**config.mk**
```make
export PLATFORM = sky130hd
export DESIGN_NAME = round_key_store
export DESIGN_NICKNAME = d
export VERILOG_FILES = /design/src/rtl/round_key_store_pkg.sv /design/src/rtl/round_key_mem.sv /design/src/rtl/round_key_store.sv
export SDC_FILE = /design/constraint.sdc
export NUM_CORES = 1
export LEC_CHECK = 0
export CORE_MARGIN = 2
export CORE_UTILIZATION = 40
export CTS_BUF_LIST = sky130_fd_sc_hd__clkbuf_2 sky130_fd_sc_hd__clkbuf_4 sky130_fd_sc_hd__clkbuf_8
export DETAILED_ROUTE_END_ITERATION = 6
export PLACE_DENSITY = 0.61
export SLEW_MARGIN = 40
export SYNTH_ARGS = -nofsm -noshare
export SYNTH_HDL_FRONTEND = slang
export SYNTH_SLANG_ARGS = --single-unit
```
**constraint.sdc**
```tcl
create_clock -name clk_i -period 27 [get_ports clk_i]
set_input_delay 2.7 -clock clk_i [delete_from_list [all_inputs] [get_ports clk_i]]
set_output_delay 2.7 -clock clk_i [all_outputs]
set_load 0.01 [all_outputs]
```
**src/rtl/round_key_store_pkg.sv**
```systemverilog
// Shared AES round-key definitions: sizes, the control state encoding and key-address helpers.
package round_key_store_pkg;

  localparam int unsigned KEY_W    = 128;
  localparam int unsigned NUM_KEYS = 11;
  localparam int unsigned ADDR_W   = 4;

  typedef enum logic [1:0] {
    StEmpty   = 2'd0,
    StFilling = 2'd1,
    StReady   = 2'd2,
    StError   = 2'd3
  } state_e;

  // Key address 0 means "no key"; 1..NUM_KEYS name the stored round keys.
  localparam logic [ADDR_W-1:0] AddrNone  = '0;
  localparam logic [ADDR_W-1:0] AddrFirst = ADDR_W'(1);
  localparam logic [ADDR_W-1:0] AddrLast  = ADDR_W'(NUM_KEYS);

  function automatic logic addr_is_key(input logic [ADDR_W-1:0] addr);
    return (addr != AddrNone) && (addr <= AddrLast);
  endfunction

endpackage

```
**src/rtl/round_key_mem.sv**
```systemverilog
// NUM_KEYS x KEY_W round-key array: one synchronous write port, one registered read port.
module round_key_mem
  import round_key_store_pkg::*;
(
  input  logic              clk_i,
  input  logic              rst_ni,
  input  logic              wr_en_i,
  input  logic [ADDR_W-1:0] wr_idx_i,
  input  logic [KEY_W-1:0]  wr_data_i,
  input  logic              rd_en_i,
  input  logic [ADDR_W-1:0] rd_idx_i,
  output logic [KEY_W-1:0]  rd_data_o
);

  logic [KEY_W-1:0] mem_q [NUM_KEYS];
  logic [KEY_W-1:0] rd_data_q;

  // Storage is deliberately left unreset; only the read register is cleared.
  always_ff @(posedge clk_i) begin
    if (wr_en_i) begin
      mem_q[wr_idx_i] <= wr_data_i;
    end
  end

  always_ff @(posedge clk_i) begin
    if (!rst_ni) begin
      rd_data_q <= '0;
    end else if (rd_en_i) begin
      rd_data_q <= mem_q[rd_idx_i];
    end
  end

  assign rd_data_o = rd_data_q;

endmodule

```
**src/rtl/round_key_store.sv**
```systemverilog
// Round-key buffer behind key expansion: ordered load tracking plus registered round-key reads.
module round_key_store
  import round_key_store_pkg::*;
(
  input  logic              clk_i,
  input  logic              rst_ni,
  input  logic [KEY_W-1:0]  wr_key_i,
  input  logic [ADDR_W-1:0] wr_addr_i,
  input  logic              key_loaded_i,
  input  logic              flush_i,
  input  logic              rd_req_i,
  input  logic [ADDR_W-1:0] rd_round_i,
  output logic              rd_valid_o,
  output logic [KEY_W-1:0]  rd_key_o,
  output logic              rd_err_o,
  output logic              keys_ready_o,
  output logic              load_err_o
);

  state_e              state_q, state_d;
  logic [NUM_KEYS-1:0] bitmap_q, bitmap_d;
  logic [ADDR_W-1:0]   exp_addr_q, exp_addr_d;
  logic                keys_ready_q, load_err_q, rd_valid_q, rd_err_q;
  logic                rd_valid_d, rd_err_d;
  logic                wr_en, rd_en, wr_seen;
  logic [ADDR_W-1:0]   wr_idx;

  assign wr_seen = (wr_addr_i != AddrNone);
  assign wr_idx  = wr_addr_i - AddrFirst;

  always_comb begin
    state_d    = state_q;
    bitmap_d   = bitmap_q;
    exp_addr_d = exp_addr_q;
    wr_en      = 1'b0;
    rd_en      = 1'b0;
    rd_valid_d = 1'b0;
    rd_err_d   = 1'b0;
    if (flush_i) begin
      state_d    = StEmpty;
      bitmap_d   = '0;
      exp_addr_d = '0;
    end else begin
      unique case (state_q)
        StEmpty: begin
          if (wr_addr_i == AddrFirst) begin
            wr_en      = 1'b1;
            bitmap_d   = NUM_KEYS'(1);
            exp_addr_d = ADDR_W'(2);
            state_d    = StFilling;
          end else if (wr_seen) begin
            state_d = StError;
          end
        end
        StFilling: begin
          // Once slot NUM_KEYS is written the expected address sits past the last key,
          // so any further write fails the addr_is_key check.
          if (wr_seen) begin
            if (addr_is_key(wr_addr_i) && (wr_addr_i == exp_addr_q)) begin
              wr_en            = 1'b1;
              bitmap_d[wr_idx] = 1'b1;
              exp_addr_d       = exp_addr_q + AddrFirst;
            end else begin
              state_d = StError;
            end
          end else if ((&bitmap_q) && key_loaded_i) begin
            state_d = StReady;
          end
        end
        StReady: begin
          if (wr_addr_i == AddrFirst) begin
            wr_en      = 1'b1;
            bitmap_d   = NUM_KEYS'(1);
            exp_addr_d = ADDR_W'(2);
            state_d    = StFilling;
          end else if (wr_seen) begin
            state_d = StError;
          end else if (rd_req_i) begin
            if (rd_round_i < AddrLast) begin
              rd_en      = 1'b1;
              rd_valid_d = 1'b1;
            end else begin
              rd_err_d = 1'b1;
            end
          end
        end
        StError: ;
        default: state_d = StEmpty;
      endcase
    end
  end

  always_ff @(posedge clk_i) begin
    if (!rst_ni) begin
      state_q      <= StEmpty;
      bitmap_q     <= '0;
      exp_addr_q   <= '0;
      keys_ready_q <= 1'b0;
      load_err_q   <= 1'b0;
      rd_valid_q   <= 1'b0;
      rd_err_q     <= 1'b0;
    end else begin
      state_q      <= state_d;
      bitmap_q     <= bitmap_d;
      exp_addr_q   <= exp_addr_d;
      keys_ready_q <= (state_d == StReady);
      load_err_q   <= (state_d == StError);
      rd_valid_q   <= rd_valid_d;
      rd_err_q     <= rd_err_d;
    end
  end

  round_key_mem u_mem (
    .clk_i     (clk_i),
    .rst_ni    (rst_ni),
    .wr_en_i   (wr_en),
    .wr_idx_i  (wr_idx),
    .wr_data_i (wr_key_i),
    .rd_en_i   (rd_en),
    .rd_idx_i  (rd_round_i),
    .rd_data_o (rd_key_o)
  );

  assign rd_valid_o   = rd_valid_q;
  assign rd_err_o     = rd_err_q;
  assign keys_ready_o = keys_ready_q;
  assign load_err_o   = load_err_q;

endmodule

```
==> results of run 1 <==
==> flip-flops by register name (all words and copies together), names as in the netlist, 2 cells and up <==
name / flops
u_mem.mem_q: 1408
state_q: 2
exp_addr_q: 4
u_mem.rd_data_o: 128
bitmap_q: 11
==> metal layers <==
| layer | vias to the layer above | track usage, % | wire, um |
|---|---|---|---|
| met1 | 16600 | 25.7 | 64200 |
| met3 | 232 | 4.24 | 9700 |
| li1 | 14500 | - | - |
| met5 | - | 0 | 176 |
| met2 | 1047 | 32.3 | 72100 |
| met4 | 28 | 5.81 | 2780 |
==> area by class of cell <==
| class | instances | area, um^2 |
|---|---|---|
| clock inverter | 59 | 487 |
| clock buffer | 393 | 4650 |
| tap | 1917 | 2400 |
| fill | 12400 | 76700 |
| sequential | 1557 | 45300 |
| inverter | 1 | 3.75 |
| multi-input combinational | 1720 | 12700 |
| timing repair buffer | 342 | 3600 |
| antenna | 7 | 17.5 |
==> power by group <==
group | leakage [nW] | internal, mW | switching, mW
Combinational | 6.40 | 0.0778 | 0.129
Clock | 2.76 | 1.12 | 0.928
Sequential | 13.9 | 2.63 | 0.00118
==> path summary, 6_finish.rpt <==
check                      startpoint                   to
setup / recovery         wr_addr_i[1]   u_mem.mem_q[7][44]
hold / removal    u_mem.rd_data_o[26]  u_mem.rd_data_o[26]
setup reg to reg           state_q[0]   u_mem.mem_q[7][44]
hold reg to reg   u_mem.rd_data_o[26]  u_mem.rd_data_o[26]
==> placed cells by master (no fill, tap or decap), types with 98 or more instances in the layout <==
| cell type | n |
|---|---|
| dfxtp_1 | 149 |
| mux2i_1 | 406 |
| nor2b_1 | 98 |
| a21oi_1 | 225 |
| clkbuf_8 | 272 |
| clkbuf_4 | 121 |
| edfxtp_1 | 1408 |
| o21ai_0 | 217 |
| clkdlybuf4s50_1 | 267 |
| nand2_1 | 227 |
| o22ai_1 | 185 |
==> kinds of logic after synthesis <==
group           synth area share, %
compound gates                 7.73
mux                            10.3
fa+ha+maj                    0.0212
xor+xnor                     0.0595
buf+inv                        1.71
simple gates                   3.33
flops                          76.8
==> worst max-delay path, delay by kind of cell <==
family | cells | cell delay (ns)
xor+xnor | 1 | 0.40
simple gates | 4 | 1.23
buf+inv | 4 | 2.71
==> metrics by stage <==
| step | worst slack [ns] | power, mW | hold slack (ns) |
|---|---|---|---|
| after floorplan | 2.57 | 2.80 | 0.436 |
| after global placement | 19.12 | 2.88 | 0.454 |
| after detailed placement | 19.38 | 2.89 | 0.458 |
| after CTS | 20.44 | 4.93 | 0.469 |
| after global routing | 20.11 | 5.05 | 0.487 |
| final | 20.36 | 4.88 | 0.467 |
==> results.sh, run 1 <==
export IMPL_synthCells=3506
export IMPL_fin_cells=5996
export IMPL_place_congestion=0.760
export IMPL_cellLeakagePower_nw=23.0
export IMPL_postCtsSetupBuffers=0
export IMPL_place_area_mm2=0.0639
export IMPL_via_per_inst=5.41
export IMPL_slowest_delay_ns=0.78
export IMPL_synth_flop_cell="edfxtp_1"
export IMPL_grtUsageTotal_pct=19.5
export IMPL_htree_levels=4
export IMPL_ys_types=46
export IMPL_drtAntennaViolNets=0
export IMPL_synthTopCellsByArea="edfxtp_1 72%, mux2i_1 6.9%, dfxtp_1 5.1%"
export IMPL_synth_fp_nets=3648
export IMPL_clk_latency_ns=0.98
export IMPL_wl_um=149000
export IMPL_ys_seq_elements=1557
export IMPL_grt_remaining_overflow=0
export IMPL_setup_worst_path_end_class="flip-flop"
export IMPL_critPathSlowestCell="buf_4"
export IMPL_io_pins=273
export IMPL_core_area_mm2=0.146
export IMPL_cts_sinks=1557
export IMPL_async_flop_share_pct=0
export IMPL_clkTransAtPathRegs_ns=0.06
export IMPL_ctsLongestPathBuffers=3
export IMPL_dp_hpwl_um=73400
export IMPL_cts_resized=0
export IMPL_avgSynthCellArea_um2=16.8
export IMPL_ys_seq_area_share_pct=76.8
export IMPL_synth_top_cell_area_share_pct=71.8
export IMPL_path_class="primary input to flip-flop"
export IMPL_area_growth_pct=17.4
export IMPL_numCtsBuffers=241
export IMPL_drv_cap=0
export IMPL_final_layout_size_suffix_gt1_share_pct=15.6
export IMPL_portBuffers=272
export IMPL_grt_pass1_vias=32900
export IMPL_max_freq_mhz=151
export IMPL_nets=4005
export IMPL_start_util_pct=40.4
export IMPL_cts_tree="built"
export IMPL_holdBufCountCts=0
export IMPL_peakVddDrop_mv=0.0406
export IMPL_grt_max_degree=121
export IMPL_rsz0062_at_grt="false"
export IMPL_cp_start_kind="primary input"
export IMPL_setup_tns_ns=0
export IMPL_post_synth_top_count_cell="edfxtp_1"
export IMPL_skew_ns=0.0576
export IMPL_crit_required_ns=27.56
export IMPL_drt_pass1_iter_count=6
export IMPL_powerDensity_mw_per_mm2=70.6
export IMPL_root_buffer="clkbuf_8"
export IMPL_crit_chain="clkdlybuf4s50_1, xnor2_1, and3_1, and3b_1, nand3b_1, nor3_2, buf_4, buf_6, buf_4"
export IMPL_setup_viol=0
export IMPL_yosysTopAreaCell="edfxtp_1"
export IMPL_die_width_um=388
export IMPL_holdPathStages=2
export IMPL_drv_slew=0
export IMPL_post_route_period_util_pct=24.6
export IMPL_fin_util_pct=47.4
export IMPL_finalInstanceArea_mm2=0.0692
export IMPL_arrival_ns=7.21
export IMPL_synth_warnings=0
export IMPL_cp_common_cell="buf_4"
export IMPL_wire_per_inst_um=24.8
export IMPL_hold_path_class="flip-flop to flip-flop"
export IMPL_antenna_found_initial=26
export IMPL_syn_cell_area_mm2=0.0589
export IMPL_dieArea_mm2=0.150
export IMPL_fin_crit_ns=6.64
export IMPL_crit_fanout=50
export IMPL_die_y_um=388
export IMPL_relSlewSlack_pct=36.5
export IMPL_post_route_drc_count=0
export IMPL_tightestPinTransition_ns=0.953
export IMPL_synthTopCellsByCount="1408 x edfxtp_1, 406 x mux2i_1, 228 x nand2_1"
export IMPL_ff2ff_path_depth=8
export IMPL_grt_pass1_wl_um=217000
export IMPL_hold_viol_final=0
export IMPL_r2r_slack_ns=22.52
export IMPL_rows=140
export IMPL_drt_iter0_drc=2596
export IMPL_outcome="complete, no violations"
export IMPL_placed_cells=5534
export IMPL_vias=32500
export IMPL_synth_edf_count=1408
Power figures use the tool's default switching activity.
==> inputs of run 2 (changes only) <==
Clock period 27 ns to 7 ns, I/O delays scaled along.
==> run 2 against run 1 <==
Effect of this change: global-route usage fell by 0.93 points; sequential power rose to 3.8 times the previous value; clock skew barely moved.
==> results.sh, run 2 (synthesized netlist as in run 1, its figures left out) <==
export IMPL_rows=140
export IMPL_place_congestion=0.752
export IMPL_drv_slew=0
export IMPL_largest_reg_flops=1408
export IMPL_die_y_um=388
export IMPL_crit_required_ns=7.54
export IMPL_post_route_drc_count=0
export IMPL_path_class="primary input to flip-flop"
export IMPL_skew_ns=0.0576
export IMPL_fin_crit_ns=3.62
export IMPL_root_buffer="clkbuf_8"
export IMPL_area_growth_pct=17.7
export IMPL_setup_viol=0
export IMPL_portBuffers=272
export IMPL_regMostFlops="u_mem.mem_q"
export IMPL_final_layout_size_suffix_gt1_share_pct=15.0
export IMPL_finalInstanceArea_mm2=0.0693
export IMPL_place_area_mm2=0.0643
export IMPL_clkTransAtPathRegs_ns=0.06
export IMPL_holdBufCountCts=0
export IMPL_relSlewSlack_pct=45.8
export IMPL_cts_sinks=1557
export IMPL_htree_levels=4
export IMPL_postCtsSetupBuffers=0
export IMPL_clk_latency_ns=0.96
export IMPL_tightestPinTransition_ns=0.813
export IMPL_die_width_um=388
export IMPL_setup_tns_ns=0
export IMPL_core_area_mm2=0.146
export IMPL_drt_pass1_iter_count=7
export IMPL_cts_resized=0
export IMPL_hold_path_class="primary input to flip-flop"
export IMPL_grt_max_degree=113
export IMPL_drtAntennaViolNets=0
export IMPL_post_route_period_util_pct=51.7
export IMPL_drv_cap=0
export IMPL_powerDensity_mw_per_mm2=270
export IMPL_rsz0062_at_grt="false"
export IMPL_finalPower_mw=18.7
export IMPL_layout_commonest_cell="edfxtp_1"
export IMPL_wl_um=141000
export IMPL_setup_worst_path_end_class="flip-flop"
export IMPL_start_util_pct=40.4
export IMPL_max_freq_mhz=276
export IMPL_most_common_layout_cells="1408 x edfxtp_1, 406 x mux2i_1, 270 x clkbuf_8"
export IMPL_fin_util_pct=47.5
export IMPL_grt_remaining_overflow=0
export IMPL_dieArea_mm2=0.150
export IMPL_cp_start_kind="primary input"
export IMPL_dp_hpwl_um=73900
export IMPL_grtUsageTotal_pct=18.6
export IMPL_cellLeakagePower_nw=23.0
export IMPL_numCtsBuffers=239
export IMPL_fillers=12400
export IMPL_outcome="complete, no violations"
export IMPL_vias=31900
export IMPL_peakVddDrop_mv=0.146
export IMPL_hold_viol_final=0
export IMPL_drt_iter0_drc=2161
export IMPL_via_per_inst=5.35
export IMPL_nets=3991
export IMPL_arrival_ns=4.16
export IMPL_antenna_found_initial=17
export IMPL_wire_per_inst_um=23.7
export IMPL_ctsLongestPathBuffers=3
export IMPL_cts_tree="built"
export IMPL_grt_pass1_vias=32700
export IMPL_grt_pass1_wl_um=210000
export IMPL_io_pins=273
export IMPL_crit_fanout=71
-- run 2: changes by cell type in the layout (fill, tap and decap cells not counted), sizes merged --
cell / before / now
buf: 75 / 63
bufinv: 2 / 5
clkbuf: 393 / 380
clkinv: 43 / 44
clkinvlp: 2 / 3
diode: 7 / 5
inv: 13 / 10
-- run 2: final cells by class --
type,count,area [um^2],area share (%)
multi-input combinational,1720,12800,18.4
inverter,1,3.75,0.00541
timing repair buffer,330,3850,5.56
clock buffer,380,4540,6.55
clock inverter,61,478,0.689
tap,1917,2400,3.46
antenna,5,12.5,0.0180
sequential,1557,45300,65.3
-- run 2: path summary, 6_finish.rpt --
check	cells after the start	end	slack [ns]	start
worst min-delay path	3	u_mem.rd_data_o[64]	0.24	rst_ni
worst max-delay path	8	u_mem.mem_q[7][79]	3.38	wr_addr_i[1]
worst max register to register	7	u_mem.mem_q[7][79]	3.63	state_q[0]
worst min register to register	1	bitmap_q[0]	0.47	bitmap_q[0]
-- run 2: routing by layer --
| layer | part of all wire (%) | vias up | wire [um] | track usage, % |
|---|---|---|---|---|
| met5 | 0.074 | - | 105 | 0 |
| met2 | 49 | 882 | 69300 | 30.9 |
| met4 | 2.1 | 18 | 2930 | 5.70 |
| met3 | 5.8 | 224 | 8160 | 3.71 |
| li1 | - | 14500 | - | - |
| met1 | 43 | 16300 | 61000 | 24.6 |
-- run 2: worst max-delay path: stages --
cell             delay [ns]
clkdlybuf4s50_1        0.76
xnor2_1                0.44
and3_1                 0.26
and3b_1                0.38
nand3b_1               0.41
nor3_4                 0.29
buf_12                 0.40
buf_16                 0.43
-- run 2: per-stage QoR --
| stage | hold WS (ns) | setup slack, ns | instances |
|---|---|---|---|
| 2_1_floorplan | 0.436 | -3.81 | 3506 |
| 3_3_place_gp | 0.453 | 2.57 | 5501 |
| 3_5_place_dp | 0.456 | 2.44 | 5524 |
| 4_1_cts | 0.152 | 3.48 | 5965 |
| 5_1_grt | 0.192 | 3.26 | 5969 |
| 6_report | 0.239 | 3.38 | 5971 |
-- run 2: power by group --
group	total (mW)	internal (mW)	switching, mW	leakage (nW)
logic	0.813	0.305	0.508	6.47
registers	10.1	10.1	0.00441	13.9
clock network	7.76	4.29	3.47	2.69
total	18.7	14.7	3.98	23.0
